--- src/rtl/bp_be_stride_detector_pkg.sv ---
// Shared types and helpers for the stride detector slice.
// Entry struct and width come from declare/width macros so each instance can
// size the struct from its own parameters.
`ifndef BP_BE_STRIDE_DETECTOR_PKG_MACROS
`define BP_BE_STRIDE_DETECTOR_PKG_MACROS

`define BP_BE_STRIDE_ENTRY_WIDTH(tag_w, addr_w, stride_w, conf_w, loop_w) \
  (1 + (tag_w) + (addr_w) + (stride_w) + (conf_w) + (loop_w))

// valid is the MSB so the table can clear it without knowing the layout.
`define BP_BE_STRIDE_ENTRY_DECLARE(tag_w, addr_w, stride_w, conf_w, loop_w) \
  typedef struct packed { \
    logic                  valid; \
    logic [(tag_w)-1:0]    tag; \
    logic [(addr_w)-1:0]   last_addr; \
    logic [(stride_w)-1:0] stride; \
    logic [(conf_w)-1:0]   conf; \
    logic [(loop_w)-1:0]   issued; \
  } bp_be_stride_entry_s

`endif

package bp_be_stride_detector_pkg;

  localparam int unsigned dpath_width_gp = 64;
  localparam int unsigned vaddr_width_gp = 39;

  // Nonzero and representable as an unsigned stride; negative deltas wrap
  // to huge values and land out of range.
  function automatic logic stride_in_range(input logic [dpath_width_gp-1:0] delta,
                                           input int unsigned stride_width);
    return (delta != '0) &&
           ((stride_width >= dpath_width_gp) || ((delta >> stride_width) == '0));
  endfunction

endpackage

--- src/rtl/bp_be_stride_table.sv ---
// Direct-mapped flop table: one combinational read port, one write port.
// Flush clears every valid bit (entry MSB).
module bp_be_stride_table
  import bp_be_stride_detector_pkg::*;
#(
  parameter int unsigned entries_p = 8,
  parameter int unsigned width_p   = 8,
  localparam int unsigned IdxWidth = $clog2(entries_p)
) (
  input  logic                clk_i,
  input  logic                reset_n_i,
  input  logic                flush_i,
  input  logic [IdxWidth-1:0] r_idx_i,
  output logic [width_p-1:0]  r_data_o,
  input  logic                w_v_i,
  input  logic [IdxWidth-1:0] w_idx_i,
  input  logic [width_p-1:0]  w_data_i
);

  logic [width_p-1:0] mem_q [entries_p];

  assign r_data_o = mem_q[r_idx_i];

  // Storage update: reset wipes, flush invalidates, else single write.
  always_ff @(posedge clk_i) begin
    if (!reset_n_i) begin
      for (int i = 0; i < entries_p; i++) mem_q[i] <= '0;
    end else if (flush_i) begin
      for (int i = 0; i < entries_p; i++) mem_q[i][width_p-1] <= 1'b0;
    end else if (w_v_i) begin
      mem_q[w_idx_i] <= w_data_i;
    end
  end

endmodule

--- src/rtl/bp_be_stride_detector.sv ---
// Per-PC constant-stride detector feeding the BE prefetch generator.
// Optional BP_BE_STRIDE_DETECTOR_STATS_EN adds trigger/drop counters.
module bp_be_stride_detector
  import bp_be_stride_detector_pkg::*;
#(
  parameter int unsigned vaddr_width_p    = vaddr_width_gp,
  parameter int unsigned entries_p        = 8,
  parameter int unsigned loop_range_p     = 8,
  parameter int unsigned stride_width_p   = 8,
  parameter int unsigned conf_width_p     = 2,
  parameter int unsigned threshold_p      = 2,
  parameter int unsigned prefetch_depth_p = 8
) (
  input  logic                      clk_i,
  input  logic                      reset_n_i,
  input  logic                      flush_i,
  input  logic                      v_i,
  input  logic [vaddr_width_p-1:0]  pc_i,
  input  logic [dpath_width_gp-1:0] eff_addr_i,
  output logic                      v_o,
  input  logic                      ready_and_i,
  output logic [vaddr_width_p-1:0]  pc_o,
  output logic [dpath_width_gp-1:0] eff_addr_o,
  output logic [stride_width_p-1:0] stride_o,
  output logic [loop_range_p-1:0]   loop_counter_o
`ifdef BP_BE_STRIDE_DETECTOR_STATS_EN
  , output logic [31:0]             trigger_cnt_o
  , output logic [31:0]             drop_cnt_o
`endif
);

  localparam int unsigned IdxWidth = $clog2(entries_p);
  localparam int unsigned TagWidth = vaddr_width_p - 1 - IdxWidth;
  localparam int unsigned EntryWidth = `BP_BE_STRIDE_ENTRY_WIDTH(TagWidth, dpath_width_gp,
      stride_width_p, conf_width_p, loop_range_p);

  `BP_BE_STRIDE_ENTRY_DECLARE(TagWidth, dpath_width_gp, stride_width_p, conf_width_p,
      loop_range_p);

  localparam logic [conf_width_p-1:0] ConfMax  = '1;
  localparam logic [conf_width_p-1:0] ConfThr  = conf_width_p'(threshold_p);
  localparam logic [conf_width_p-1:0] ConfPre  = conf_width_p'(threshold_p - 1);
  localparam logic [loop_range_p-1:0] IssueEnd = loop_range_p'(prefetch_depth_p - 1);

  logic [IdxWidth-1:0]       idx;
  logic [TagWidth-1:0]       tag;
  logic                      unused_pc;
  bp_be_stride_entry_s       rd_entry, wr_entry;
  logic                      hit, match, trigger, trigger_v, accept, drop;
  logic [dpath_width_gp-1:0] delta;

  logic                      v_q, v_d;
  logic [vaddr_width_p-1:0]  pc_q, pc_d;
  logic [dpath_width_gp-1:0] eff_addr_q, eff_addr_d;
  logic [stride_width_p-1:0] stride_q, stride_d;

  // Bit 0 of the PC never distinguishes loads.
  assign idx       = pc_i[1 +: IdxWidth];
  assign tag       = pc_i[vaddr_width_p-1:1+IdxWidth];
  assign unused_pc = pc_i[0];

  bp_be_stride_table #(
    .entries_p (entries_p),
    .width_p   (EntryWidth)
  ) u_table (
    .clk_i     (clk_i),
    .reset_n_i (reset_n_i),
    .flush_i   (flush_i),
    .r_idx_i   (idx),
    .r_data_o  (rd_entry),
    .w_v_i     (v_i & ~flush_i),
    .w_idx_i   (idx),
    .w_data_i  (wr_entry)
  );

  assign hit   = rd_entry.valid && (rd_entry.tag == tag);
  assign delta = eff_addr_i - rd_entry.last_addr;
  assign match = stride_in_range(delta, stride_width_p) &&
                 (delta[stride_width_p-1:0] == rd_entry.stride);

  // Entry update and trigger decision for the observed load.
  always_comb begin
    wr_entry = rd_entry;
    trigger  = 1'b0;
    if (!hit) begin
      wr_entry           = '0;
      wr_entry.valid     = 1'b1;
      wr_entry.tag       = tag;
      wr_entry.last_addr = eff_addr_i;
    end else begin
      wr_entry.last_addr = eff_addr_i;
      if (match) begin
        if (rd_entry.conf != ConfMax) wr_entry.conf = rd_entry.conf + conf_width_p'(1);
        if (rd_entry.conf == ConfPre) begin
          trigger         = 1'b1;
          wr_entry.issued = '0;
        end else if (rd_entry.conf >= ConfThr) begin
          // Re-issue every prefetch_depth_p matching loads.
          if (rd_entry.issued == IssueEnd) begin
            trigger         = 1'b1;
            wr_entry.issued = '0;
          end else begin
            wr_entry.issued = rd_entry.issued + loop_range_p'(1);
          end
        end
      end else begin
        wr_entry.stride = delta[stride_width_p-1:0];
        wr_entry.conf   = '0;
        wr_entry.issued = '0;
      end
    end
  end

  assign trigger_v = v_i && !flush_i && trigger;
  assign accept    = trigger_v && (!v_q || ready_and_i);
  assign drop      = trigger_v && v_q && !ready_and_i;

  // Output register next state: load on accept, clear on consume.
  always_comb begin
    v_d        = v_q;
    pc_d       = pc_q;
    eff_addr_d = eff_addr_q;
    stride_d   = stride_q;
    if (accept) begin
      v_d        = 1'b1;
      pc_d       = pc_i;
      eff_addr_d = eff_addr_i;
      stride_d   = rd_entry.stride;
    end else if (v_q && ready_and_i) begin
      v_d = 1'b0;
    end
  end

  // Output register state.
  always_ff @(posedge clk_i) begin
    if (!reset_n_i) begin
      v_q        <= 1'b0;
      pc_q       <= '0;
      eff_addr_q <= '0;
      stride_q   <= '0;
    end else begin
      v_q        <= v_d;
      pc_q       <= pc_d;
      eff_addr_q <= eff_addr_d;
      stride_q   <= stride_d;
    end
  end

  assign v_o            = v_q;
  assign pc_o           = pc_q;
  assign eff_addr_o     = eff_addr_q;
  assign stride_o       = stride_q;
  assign loop_counter_o = loop_range_p'(prefetch_depth_p);

`ifdef BP_BE_STRIDE_DETECTOR_STATS_EN
  logic [31:0] trigger_cnt_q, drop_cnt_q;

  // Free-running wrap-around event counters.
  always_ff @(posedge clk_i) begin
    if (!reset_n_i) begin
      trigger_cnt_q <= '0;
      drop_cnt_q    <= '0;
    end else begin
      if (accept) trigger_cnt_q <= trigger_cnt_q + 32'd1;
      if (drop)   drop_cnt_q    <= drop_cnt_q + 32'd1;
    end
  end

  assign trigger_cnt_o = trigger_cnt_q;
  assign drop_cnt_o    = drop_cnt_q;
`endif

endmodule
--- config.mk ---
export PLATFORM = sky130hd
export DESIGN_NAME = bp_be_stride_detector
export DESIGN_NICKNAME = d
export VERILOG_FILES = /design/src/rtl/bp_be_stride_detector_pkg.sv /design/src/rtl/bp_be_stride_table.sv /design/src/rtl/bp_be_stride_detector.sv
export SDC_FILE = /design/constraint.sdc
export NUM_CORES = 2
export LEC_CHECK = 0
export BUFFER_PORTS_ARGS = -buffer_cell sky130_fd_sc_hd__buf_4
export CORE_UTILIZATION = 25
export DETAILED_ROUTE_END_ITERATION = 7
export SLEW_MARGIN = 15
export SYNTH_ARGS = -nofsm -noshare
export SYNTH_HDL_FRONTEND = slang
export SYNTH_HIERARCHICAL = 1
export SYNTH_SLANG_ARGS = --single-unit
--- constraint.sdc ---
create_clock -name clk_i -period 13.4 [get_ports clk_i]
set_input_delay 0.67 -clock clk_i [delete_from_list [all_inputs] [get_ports clk_i]]
set_output_delay 0.67 -clock clk_i [all_outputs]
set_load 0.05 [all_outputs]
; ---- Word-level counts from Yosys, hierarchy flattened
; Memories as Yosys holds them, arrays and structs flattened.
; Index checks and enable logic that the tools add are counted.
[classes]
add_sub_neg = 3
n_mul = 0
div_mod_pow = 0
n_lt_le_gt_ge = 1
n_eq_ne = 5
shift = 0
mux = 34
n_bitwise = 10
reduce_logical = 14
[op_table]
columns = cell, n
row1 = $mux 118, 1
row2 = $reduce_or 118->1, 1
row3 = $logic_not 64->1, 1
row4 = $reduce_bool 64->1, 1
row5 = $sub 64x64->64, 1
row6 = $mux 36, 1
row7 = $eq 35x35->1, 1
row8 = $mux 8, 4
row9 = $mux 1, 23
row10 = $mux 18, 1
row11 = $mux 10, 1
row12 = $add 8x1->8 const B, 1
row13 = $eq 8x3->1 const B, 1
row14 = $eq 8x8->1, 1
row15 = $or 1x1->1, 8
row16 = $logic_and 1x1->1, 7
row17 = $mux 2, 2
row18 = $mux 3, 1
row19 = $add 2x1->2 const B, 1
row20 = $eq 2x1->1 const B, 1
row21 = $ge 2x2->1 const B, 1
row22 = $logic_not 1->1, 2
row23 = $ne 2x2->1 const B, 1
row24 = $reduce_bool 2->1, 1
row25 = other kinds (3), 3
[word_totals]
regBits = 112
latchBits = 0
ram_bits = 944
mem_bits_ro = 0
input_bits = 108
output_inout_bits = 120
elab_cells = 72
memories = 1
[memory_table]
columns = name, depth, word_bits, rd, rd_ports_with_merged_regs, wr, line_no
row1 = u_table.mem_q, 8, 118, 1, 0, 8, bp_be_stride_table.sv:20  ; logic [width_p-1:0] mem_q [entries_p];

; ---- Logic depth before layout (Yosys ltp)
; An unclocked memory read counts as a cell.
[depth]
depth_word = 10
mapped_depth = 22
ltp_nobuf = 17

; ---- By module
; Netlist, hierarchy kept.
[modules_own_cells]
columns = module, instances, cells_per_inst, area_each_um2, seq_area_each_um2
row1 = bp_be_stride_table, 1, 2662, 41456.0, 28347.2
row2 = bp_be_stride_detector, 1, 1591, 11324.6, 2242.2

; ---- Worst setup path after synthesis
; No wires, ideal clock.
[synth_timing]
kind = input to register
startpoint = input reset_n_i
endpoint = memory u_table/mem_q[6][0] in the netlist's numbering (enable)
setup_ns = 0.755
t_arrival_ns = 9.627
required_time_ns = 12.645
path_slack_ns = 3.018
path_stages = 5
n_path_buf = 3
path_cell_list = clkbuf_1 nand4b_1 clkbuf_1 clkbuf_1 o21ai_0
[synth_lines]
columns = element, line_no
row1 = "start, declared", bp_be_stride_detector.sv:15  ; input logic reset_n_i,
row2 = "end, declared", bp_be_stride_table.sv:20

==> results.json <==
{
  "crit_arrival_ns": 8.53,
  "async_reset_ff_frac": 0,
  "r2r_end": "pc_o[29]",
  "power.total_mw": 8.207,
  "maxCapViolations": 0,
  "cts_resized": 0,
  "htree_levels": 3,
  "hold_class": "in2reg",
  "clockBufferDepth": 3,
  "peakVddDrop_mv": 0.1090,
  "rows": 168,
  "ios": 228,
  "synth_edf_count": 944,
  "cts.sinks": 1056,
  "synthFlopType": "edfxtp_1",
  "critPathRequiredTime_ns": 14.11,
  "slew_viol_final": 0,
  "start_util": 0.2516,
  "yosysTopAreaCell": "edfxtp_1",
  "synth_cells": 4253,
  "setup_viol": 0,
  "r2r_cells": 17,
  "dieArea_mm2": 0.2130,
  "rsz0062_at_grt": "false",
  "power_density_mw_per_mm2": 135.4,
  "fmax_mhz": 127.8,
  "post-cts-setup-buffers": 0,
  "ant_nets": 0,
  "design.core.area_mm2": 0.2098,
  "track_usage": 0.1461,
  "synthDistinctLibCells": 88,
  "fillers": 21480,
  "synthTopCellsByArea": "edfxtp_1 (54%), mux4_2 (10%), nor3_1 (9.3%), dfxtp_1 (4.2%), mux2_2 (2.6%)",
  "numCtsBuffers": 109,
  "netlist_area_mm2": 0.05278,
  "wl_per_cell_um": 22.30,
  "grt_overflow_total": 0,
  "synth.most_common_cell": "nor3_1",
  "grt_start_max_net_pins": 156,
  "final_cells": 7139,
  "wirelength_um": 159200,
  "ys_ff_latch": 1056,
  "min-delay-start": "pc_i[15]",
  "grt_pass1_wl_um": 235400,
  "insertion_delay_ns": 0.79,
  "critPathCaptureType": "flop",
  "worst_pin_slew_ns": 1.147,
  "place_inst": 6928,
  "dr_total_vias": 36200,
  "synth_top_area_share": 0.5371,
  "place_congestion": 0.9771,
  "synth_warnings": 6,
  "final_hold_viol_count": 0,
  "clk_pin_slew_ns": 0.07,
  "areaGrowthSynthToFinish_pct": 14.82,
  "fin_nets": 4408,
  "timing.setup.tns_ns": 0,
  "dp.final_hpwl_um": 96280,
  "reg2reg_from": "u_table/mem_q[6][18]",
  "skew_ns": 0.09807,
  "first_iter_violations": 3244,
  "multiInputGateArea_mm2": 0.01979,
  "cts_root_buf": "clkbuf_16",
  "timing.final.crit_share": 0.5841,
  "seq_area_frac_synth": 0.5796,
  "seq_area_mm2": 0.03059,
  "critPathLaunchType": "input port",
  "drive_gt1_frac": 0.1916,
  "drc": 0,
  "viasPerCell": 5.071,
  "grt_antenna_before_repair": 4,
  "dr.pass1.iters": 6,
  "synthTopCellsByCount": "nor3_1 (984), edfxtp_1 (944), nand2_1 (327)",
  "die_w_um": 461.5,
  "whs_endpoint": "pc_o[15]",
  "cts_tree": "yes",
  "syn_area_per_cell_um2": 12.41,
  "grt_pass1_vias": 35740,
  "status": "finished clean",
  "leakagePower_nw": 18.86,
  "reg2reg_slack_ns": 6.65,
  "min_period_ns": 7.827,
  "ctsHoldBuffers": 0,
  "cp_max_fo": 76,
  "min_path_cells": 3,
  "die_h_um": 461.5,
  "crit_type": "in2reg",
  "io_buffers": 219,
  "slew_headroom": 0.2350
}
[cell usage in the layout (no fill, tap or decap), types with 92 or more instances in the layout]
cell | synthesis | final
mux2i_1 | 118 | 118
buf_4 | 11 | 264
clkinv_1 | 118 | 140
clkbuf_16 | 0 | 110
mux2_2 | 121 | 121
nor2_1 | 92 | 92
nand2_1 | 327 | 326
mux4_2 | 236 | 236
a21oi_1 | 95 | 95
nor3_1 | 984 | 984
dfxtp_1 | 112 | 112
edfxtp_1 | 944 | 944
[metrics by stage]
step / hold slack, ns / util / area [um^2] / setup slack (ns)
after floorplan: 0.6738 / - / 52810 / 3.018
after global placement: 0.4421 / 0.2708 / 56810 / 4.856
final: 0.1617 / 0.2889 / 60600 / 5.573
after CTS: 0.1040 / 0.2889 / 60600 / 5.737
after detailed placement: 0.4468 / 0.2708 / 56810 / 4.912
after global routing: 0.1439 / 0.2889 / 60600 / 5.186
[layout make-up]
type                            count  area share
Antenna cell                        3   0.0001239
Clock buffer                      140     0.04860
Clock inverter                     68     0.01389
Inverter                          202     0.01251
Multi-Input combinational cell   2591      0.3266
Sequential cell                  1056      0.5047
Tap cell                         2805     0.05791
Timing Repair Buffer              274     0.03561
[kinds of logic (layout without fill, tap and decap cells)]
| kind of cell | Yosys count | in the layout | share of synthesized area |
|---|---|---|---|
| compound gates | 382 | 382 | 0.04786 |
| simple gates | 1586 | 1586 | 0.1467 |
| xor+xnor | 73 | 73 | 0.01266 |
| mux | 475 | 475 | 0.1489 |
| fa+ha+maj | 66 | 66 | 0.01579 |
| buf+inv | 613 | 684 | 0.04841 |
| flops | 1056 | 1056 | 0.5796 |
| other cells | 2 | 12 | 0.0001423 |
[per-layer routing]
layer / vias to the layer above / part of all wire / global-route usage
li1: 16210 / - / -
met1: 18370 / 0.42 / 0.1964
met2: 1424 / 0.48 / 0.2383
met3: 203 / 0.071 / 0.02678
met4: 0 / 0.026 / 0.04210
met5: - / 0 / 0
[registers in the layout (all words and copies together) (netlist names)]
name,flops
u_table/mem_q,944
eff_addr_o,64
pc_o,39
stride_o,8
v_o,1
[worst max-delay path by stage]
stage	cells past startpoint	to	slack [ns]	from
2_1_floorplan	5	u_table/mem_q[6][0]	3.02	reset_n_i
3_3_place_gp	19	pc_o[25]	4.86	pc_i[1]
3_5_place_dp	19	pc_o[25]	4.91	pc_i[1]
4_1_cts	19	pc_o[8]	5.74	pc_i[1]
5_1_grt	19	pc_o[29]	5.19	pc_i[1]
6_report	19	pc_o[29]	5.57	pc_i[1]
[power breakdown]
part           leakage [nW]  switching [mW]  internal, mW  total, mW
logic                  7.06           0.825         0.414       1.24
registers              9.97          0.0377          3.73       3.77
clock network          1.83            1.36          1.84       3.20
[critical path: stages]
cell and delay [ns]:
buf_8 0.54, buf_12 0.56, mux4_2 0.58, mux2_2 0.30, ha_1 0.20, fa_1 0.39, nand2b_1 0.19, a211oi_2 0.41
o21ai_1 0.23, o41ai_1 0.62, nor2_1 0.22, xnor2_1 0.23, a2111oi_0 0.52, nand4_1 0.15, or4b_1 0.54, nor4_4 0.31
buf_4 0.56, buf_4 0.64, mux2i_1 0.26
Power figures use the tool's default switching activity.
